===== src/rtl/regwb_arbiter_if.sv =====
// Purpose: bundles the two write-back request channels, hold, issue and register-file write signals.
// Latency: n/a (signal bundle only).
// Backpressure: alu_ready/mem_ready are driven by the arbiter and gate the valid/ready handshakes.
// Ports: slave modport is the arbiter's view; master modport is the requesters' and consumers' view.
interface regwb_arbiter_if;
  logic        alu_valid;
  logic [4:0]  alu_rd;
  logic [63:0] alu_data;
  logic        alu_ready;
  logic        mem_valid;
  logic [4:0]  mem_rd;
  logic [63:0] mem_data;
  logic        mem_ready;
  logic        hold;
  logic        issue_valid;
  logic [4:0]  issue_rd;
  logic        write;
  logic [4:0]  regwriteaddress;
  logic [63:0] datain;
  logic [31:0] pending;
  logic        last_grant;

  modport slave (
    input  alu_valid, alu_rd, alu_data, mem_valid, mem_rd, mem_data,
    input  hold, issue_valid, issue_rd,
    output alu_ready, mem_ready, write, regwriteaddress, datain, pending, last_grant
  );

  modport master (
    output alu_valid, alu_rd, alu_data, mem_valid, mem_rd, mem_data,
    output hold, issue_valid, issue_rd,
    input  alu_ready, mem_ready, write, regwriteaddress, datain, pending, last_grant
  );
endinterface


===== src/rtl/regwb_arbiter.sv =====
// Purpose: round-robin arbiter between ALU and load write-back onto one register-file write port, plus pending scoreboard.
// Latency: a request accepted in cycle N is presented as a registered write in cycle N+1.
// Backpressure: at most one of alu_ready/mem_ready per cycle; both are low while hold or reset is high.
// Ports: clock, reset (async, active-high) and bus (slave modport) carrying requests, readies, write port, pending, last_grant.
module regwb_arbiter (
  input  logic              clock,
  input  logic              reset,
  regwb_arbiter_if.slave    bus
);

  localparam logic SRC_ALU = 1'b0;
  localparam logic SRC_MEM = 1'b1;

  logic        alu_grant;
  logic        mem_grant;
  logic        write_q;
  logic [4:0]  addr_q;
  logic [63:0] data_q;
  logic [31:0] pending_q;
  logic [31:0] pending_d;
  logic        last_q;

  // A tie goes to whichever source was not granted last; reset gating keeps
  // the readies low for the whole reset pulse, not just after the first edge.
  always_comb begin
    alu_grant = 1'b0;
    mem_grant = 1'b0;
    if (!reset && !bus.hold) begin
      if (bus.alu_valid && bus.mem_valid) begin
        alu_grant = (last_q == SRC_MEM);
        mem_grant = (last_q == SRC_ALU);
      end else begin
        alu_grant = bus.alu_valid;
        mem_grant = bus.mem_valid;
      end
    end
  end

  // Clear from the write presented this cycle is applied first so that a
  // same-register issue in the same cycle leaves the bit set.
  always_comb begin
    pending_d = pending_q;
    if (write_q) begin
      pending_d[addr_q] = 1'b0;
    end
    if (bus.issue_valid && (bus.issue_rd != 5'd0)) begin
      pending_d[bus.issue_rd] = 1'b1;
    end
    pending_d[0] = 1'b0;
  end

  always_ff @(posedge clock or posedge reset) begin
    if (reset) begin
      write_q   <= 1'b0;
      addr_q    <= 5'd0;
      data_q    <= 64'd0;
      pending_q <= 32'd0;
      last_q    <= SRC_MEM;
    end else begin
      pending_q <= pending_d;
      if (alu_grant) begin
        // x0 writes still complete the handshake but never reach the file.
        write_q <= (bus.alu_rd != 5'd0);
        addr_q  <= bus.alu_rd;
        data_q  <= bus.alu_data;
        last_q  <= SRC_ALU;
      end else if (mem_grant) begin
        write_q <= (bus.mem_rd != 5'd0);
        addr_q  <= bus.mem_rd;
        data_q  <= bus.mem_data;
        last_q  <= SRC_MEM;
      end else begin
        write_q <= 1'b0;
      end
    end
  end

  assign bus.alu_ready       = alu_grant;
  assign bus.mem_ready       = mem_grant;
  assign bus.write           = write_q;
  assign bus.regwriteaddress = addr_q;
  assign bus.datain          = data_q;
  assign bus.pending         = pending_q;
  assign bus.last_grant      = last_q;

endmodule


===== src/flat_wrapper.sv =====
// flat-port wrapper written by rule: the top's interface ports become plain ports
module regwb_arbiter_flat 
  (clock, reset, bus_alu_valid, bus_alu_rd, bus_alu_data, bus_mem_valid, bus_mem_rd, bus_mem_data, bus_hold, bus_issue_valid, bus_issue_rd, bus_alu_ready, bus_mem_ready, bus_write, bus_regwriteaddress, bus_datain, bus_pending, bus_last_grant);
  regwb_arbiter_if bus_i ();
  input  logic clock;
  input  logic reset;
  input wire logic [$bits(bus_i.alu_valid)-1:0] bus_alu_valid;
  input wire logic [$bits(bus_i.alu_rd)-1:0] bus_alu_rd;
  input wire logic [$bits(bus_i.alu_data)-1:0] bus_alu_data;
  input wire logic [$bits(bus_i.mem_valid)-1:0] bus_mem_valid;
  input wire logic [$bits(bus_i.mem_rd)-1:0] bus_mem_rd;
  input wire logic [$bits(bus_i.mem_data)-1:0] bus_mem_data;
  input wire logic [$bits(bus_i.hold)-1:0] bus_hold;
  input wire logic [$bits(bus_i.issue_valid)-1:0] bus_issue_valid;
  input wire logic [$bits(bus_i.issue_rd)-1:0] bus_issue_rd;
  output wire logic [$bits(bus_i.alu_ready)-1:0] bus_alu_ready;
  output wire logic [$bits(bus_i.mem_ready)-1:0] bus_mem_ready;
  output wire logic [$bits(bus_i.write)-1:0] bus_write;
  output wire logic [$bits(bus_i.regwriteaddress)-1:0] bus_regwriteaddress;
  output wire logic [$bits(bus_i.datain)-1:0] bus_datain;
  output wire logic [$bits(bus_i.pending)-1:0] bus_pending;
  output wire logic [$bits(bus_i.last_grant)-1:0] bus_last_grant;
  assign bus_i.alu_valid = bus_alu_valid;
  assign bus_i.alu_rd = bus_alu_rd;
  assign bus_i.alu_data = bus_alu_data;
  assign bus_i.mem_valid = bus_mem_valid;
  assign bus_i.mem_rd = bus_mem_rd;
  assign bus_i.mem_data = bus_mem_data;
  assign bus_i.hold = bus_hold;
  assign bus_i.issue_valid = bus_issue_valid;
  assign bus_i.issue_rd = bus_issue_rd;
  assign bus_alu_ready = bus_i.alu_ready;
  assign bus_mem_ready = bus_i.mem_ready;
  assign bus_write = bus_i.write;
  assign bus_regwriteaddress = bus_i.regwriteaddress;
  assign bus_datain = bus_i.datain;
  assign bus_pending = bus_i.pending;
  assign bus_last_grant = bus_i.last_grant;
  regwb_arbiter u_core (.clock(clock), .reset(reset), .bus(bus_i));
endmodule

===== config.mk =====
export PLATFORM = sky130hd
export DESIGN_NAME = regwb_arbiter_flat
export DESIGN_NICKNAME = d
export VERILOG_FILES = /design/src/rtl/regwb_arbiter_if.sv /design/src/rtl/regwb_arbiter.sv /design/src/flat_wrapper.sv
export SDC_FILE = /design/constraint.sdc
export NUM_CORES = 1
export LEC_CHECK = 0
export CAP_MARGIN = 20
export CORE_ASPECT_RATIO = 1.2
export CORE_MARGIN = 4
export CORE_UTILIZATION = 44
export DETAILED_ROUTE_END_ITERATION = 12
export GPL_ROUTABILITY_DRIVEN = 0
export PLACE_DENSITY_LB_ADDON = 0.05
export SETUP_SLACK_MARGIN = 0.3
export SLEW_MARGIN = 15
export SYNTH_ARGS = -nofsm -noshare
export SYNTH_HDL_FRONTEND = slang
export SYNTH_SLANG_ARGS = --single-unit

===== constraint.sdc =====
create_clock -name clock -period 7.55 [get_ports clock]
set_clock_uncertainty 0.15 [all_clocks]
set_input_delay 1.1325 -clock clock [delete_from_list [all_inputs] [get_ports clock]]
set_output_delay 1.1325 -clock clock [all_outputs]
set_load 0.03 [all_outputs]

# After elaboration in Yosys (flattened, before gate mapping)

Cells that the tools add are included.

Magnitude comparators: 4
Muxes and demuxes: 18
Bitwise gates (word level): 4
Reductions and logical operators: 11

Operator list:

| operator             | number |
|---|---|
| $mux W64             | 2 |
| $mux W32             | 2 |
| $and A32 B32 Y32     | 1 |
| $not A32 Y32         | 1 |
| $or A32 B32 Y32      | 1 |
| $reduce_bool A5 Y1   | 3 |
| $lt A5 B6 Y1 const B | 2 |
| $demux W1 S5         | 2 |
| $ge A5 B1 Y1 const B | 2 |
| $mux W1              | 10 |
| $mux W5              | 2 |
| $logic_and A1 B1 Y1  | 5 |
| $logic_not A1 Y1     | 2 |
| $reduce_bool A2 Y1   | 1 |
| $not A1 Y1           | 1 |

Flip-flop bits (word level): 102
Bits of input ports: 149
Output and inout port bits: 105
Logic and storage cells: 42

# Longest topological paths before layout

Depth after elaboration: 9
Depth in mapped cells: 6
Mapped depth without buffers: 4

# Worst setup path before layout

OpenSTA, ideal clock, no wires.

Path type: input-to-output
Start: in bus_mem_valid
End: out bus_mem_ready
Arrival time: 2.078 ns
Required time: 6.267 ns
Slack: 4.190 ns
Stages: 6
Buffers on the path: 2
Cell sequence: nand2b_1 > buf_6 > nand3_2 > buf_6 > inv_2 > nor2_1

Longest elaborated chain between the ends: 3

Ends and longest elaborated chain:

| element             | line                | RTL |
|---|---|---|
| from (decl)         | flat_wrapper.sv:10  | `input wire logic [$bits(bus_i.mem_valid)-1:0] bus_mem_valid;` |
| $logic_and A1 B1 Y1 | regwb_arbiter.sv:29 | `if (bus.alu_valid && bus.mem_valid) begin` |
| $mux W1 (*)         | regwb_arbiter.sv:29 |  |
| $mux W1 (*)         | regwb_arbiter.sv:28 | `if (!reset && !bus.hold) begin` |
| to (decl)           | flat_wrapper.sv:17  | `output wire logic [$bits(bus_i.mem_ready)-1:0] bus_mem_ready;` |

Every way passes the cells marked *; elsewhere a longest branch is shown, timed or not.

# Final worst setup path

Same ends and word-level chain as after synthesis.

==> impl_results.md <==
* Grt ovf at 0
* Yosys reg bits at slightly above 100
* Fmax at between 0.2 and 0.25 GHz
* Largest net degree at the start of global routing at 76
* Post-CTS resize count at 0
* Max-cap violation count at 0
* Status: finished, final reports clean
* Synth warnings at 0
* Crit. End Element: primary output
* H-tree depth at 3
* Chip height at between 100 and 150 µm
* Mean routed wirelength per cell at 21.1 µm
* Clock sink count at about 100
* Peak VDD IR at 0.147 mV
* Slew HR at 38.7%
* Syn avg cell area at 11.2 µm²
* Layout overhead on the synthesized area at 52.8%
* Unrepaired setup endpoints after global routing: false
* Synthesized instance count at around 470
* Number of diodes at 0
* Final period util at between 60 and 70%
* Final WL at roughly 18 mm
* Hold Fails Final Rpt at 0
* Post-route antenna net violation count at 0
* Finished Core Util at approximately 70%
* Hold_buf cts at 0
* Max-slew violations at 0
* Critical Path RT at approximately 6.3 ns
* Row count at between 40 and 50
* Die Wd at 108 µm
* Final setup fails at 0
* Port bufs at between 200 and 300
* Synthesized net count at 620
* Register area share after synthesis at between 40% and 50%
* Total leakage power at 3.03 nW
* Via count at a little over 5,000
* All-Layer GR Usage at around 26%
* Power Dens Cells at approximately 260 nW/µm²
* Avg Vias per Cell at between 6 and 7
* Nets at between 800 and 900
* CTS tree: done
* DRC viols at 0
* Initial Util at a little under half
* CTS max path bufs at 2
* Post-CTS setup buffers at 0
* Clk root buf: clkbuf_16
* Core Area at 11,600 µm²
* Initial antenna violation count at 0
* Overall power at 0.00207 W
* Layout cells sized above 1 at 5.77%
* Inserted Clock Buffers at 9
* Post-Syn Area at about 5300 µm²
* Clock slew seen by the registers of the worst setup and hold paths at about 0.070 ns
* Synth cell types at 31
* Setup Total Neg Slack at 0 ns
* Worst Hold Class: reg -> reg
* Worst setup SP type: primary input
* Iter 0 DRT Violations at between 300 and 400
* Worst Path Max Fanout at around 70
* Data arrival, critical path at about 3.4 ns
* Post-DP HPWL at between 10 and 15 mm
* Vias in the first global route at 5,249
* Setup Crit Path Kind: in -> out
* Clk_lat worst skew at about 0.34 ns
* Pre-antenna DRT Iters at 4
* Minimum clock period at 4.66 ns
* Worst-Margin Slew at slightly above 0.9 ns
* DIE AREA at between 10,000 and 15,000 µm²
* IO Pins at between 200 and 300
* First-pass GRT wire length at between 20 and 30 mm
==> per-layer routing <==
metal  wire length (µm)  GRT usage [%]
met1               6840           31.7
met2               8960           42.7
met3               1620           6.35
met4                515           10.2
met5                  0              0
==> flip-flops by register name, summed over array words and instances, names as in the netlist <==
| signal | cells |
|---|---|
| u_core.bus.datain | 64 |
| u_core.bus.regwriteaddress | 5 |
| u_core.bus.last_grant | 1 |
| u_core.bus.pending | 31 |
| u_core.bus.write | 1 |
==> area by class of cell <==
class	count	area, µm²
clock inverter	6	61.3
tap	157	196
multi-input combinational	310	2400
sequential	102	2550
clock buffer	10	239
fill	935	3570
timing repair buffer	259	2570
inverter	6	25.0
==> final timing paths <==
path | start | to | slack (ns) | cells past startpoint
max in group asynchronous | reset | u_core.bus.datain[42]$_DFFE_PP0P_ | 4.91 | 3
worst max register to register | u_core.bus.last_grant$_DFFE_PP1P_ | u_core.bus.datain[37]$_DFFE_PP0P_ | 5.16 | 4
worst max-delay path | bus_mem_valid | bus_mem_ready | 2.89 | 6
worst min-delay path | u_core.bus.datain[43]$_DFFE_PP0P_ | u_core.bus.datain[43]$_DFFE_PP0P_ | 0.36 | 1
worst min register to register | u_core.bus.datain[43]$_DFFE_PP0P_ | u_core.bus.datain[43]$_DFFE_PP0P_ | 0.36 | 1
min in group asynchronous | reset | u_core.bus.datain[14]$_DFFE_PP0P_ | 1.08 | 2
==> cell usage in the layout (no fill, tap or decap), types with 3 or more instances in the layout <==
| master | Yosys | final |
|---|---|---|
| clkdlybuf4s50_1 | 0 | 251 |
| dfrtp_1 | 101 | 101 |
| o21ai_0 | 66 | 66 |
| nor3b_1 | 65 | 65 |
| and4_1 | 65 | 65 |
| a221o_1 | 65 | 65 |
| nand3b_1 | 10 | 10 |
| clkbuf_16 | 0 | 9 |
| or3b_2 | 7 | 7 |
| buf_4 | 2 | 7 |
| inv_1 | 5 | 4 |
| nand4_1 | 4 | 4 |
| o311ai_1 | 4 | 4 |
| nand3_1 | 4 | 4 |
| clkinv_2 | 0 | 3 |
==> power by group <==
group | leakage (nW) | internal [W] | switching, W
Clock | 0.148 | 0.000265 | 0.000204
Combinational | 1.73 | 0.000380 | 0.000458
Sequential | 1.15 | 0.000674 | 0.0000885
==> Yosys cell counts (all sizes together) <==
cell,number,area [µm²]
or3,2,12.5
a221o,65,651
nor2,4,25.0
nor3b,65,488
nand4,4,25.0
a21oi,2,10.0
inv,6,22.5
conb,1,3.75
o311ai,4,35.0
dfstp,1,26.3
a31oi,1,6.26
buf,18,176
o21ai,67,339
nand3,5,30.0
o211ai,2,15.0
nand3b,10,75.1
dfrtp,101,2530
or2,1,6.26
or4,2,15.0
nand2b,1,6.26
nand2,2,7.51
clkbuf,35,131
or3b,7,61.3
and4,65,569
==> logic make-up (layout without fill, tap and decap cells) <==
logic type	count (synthesis)	in the layout	share of synthesized area, %
simple gates	168	168	25.1
compound gates	141	141	20.1
flops	102	102	48.5
other cells	1	1	0.0712
buf+inv	59	281	6.27
==> metrics by stage <==
step	worst slack [ns]	std cells	hold WS [ns]	cell area, µm²
after floorplan	3.59	471	0.437	5270
after global placement	2.59	834	0.340	7740
after detailed placement	2.55	834	0.348	7740
after CTS	2.55	850	0.366	8040
after global routing	2.76	850	0.382	8050
final	2.89	850	0.362	8050
==> critical path: stages <==
cell and delay, ns:
clkdlybuf4s50_1 0.67, nand2b_4 0.41, nand3_2 0.23, inv_2 0.09, nor2_1 0.13, clkdlybuf4s50_1 0.68
(Power assumes the default switching activity.)
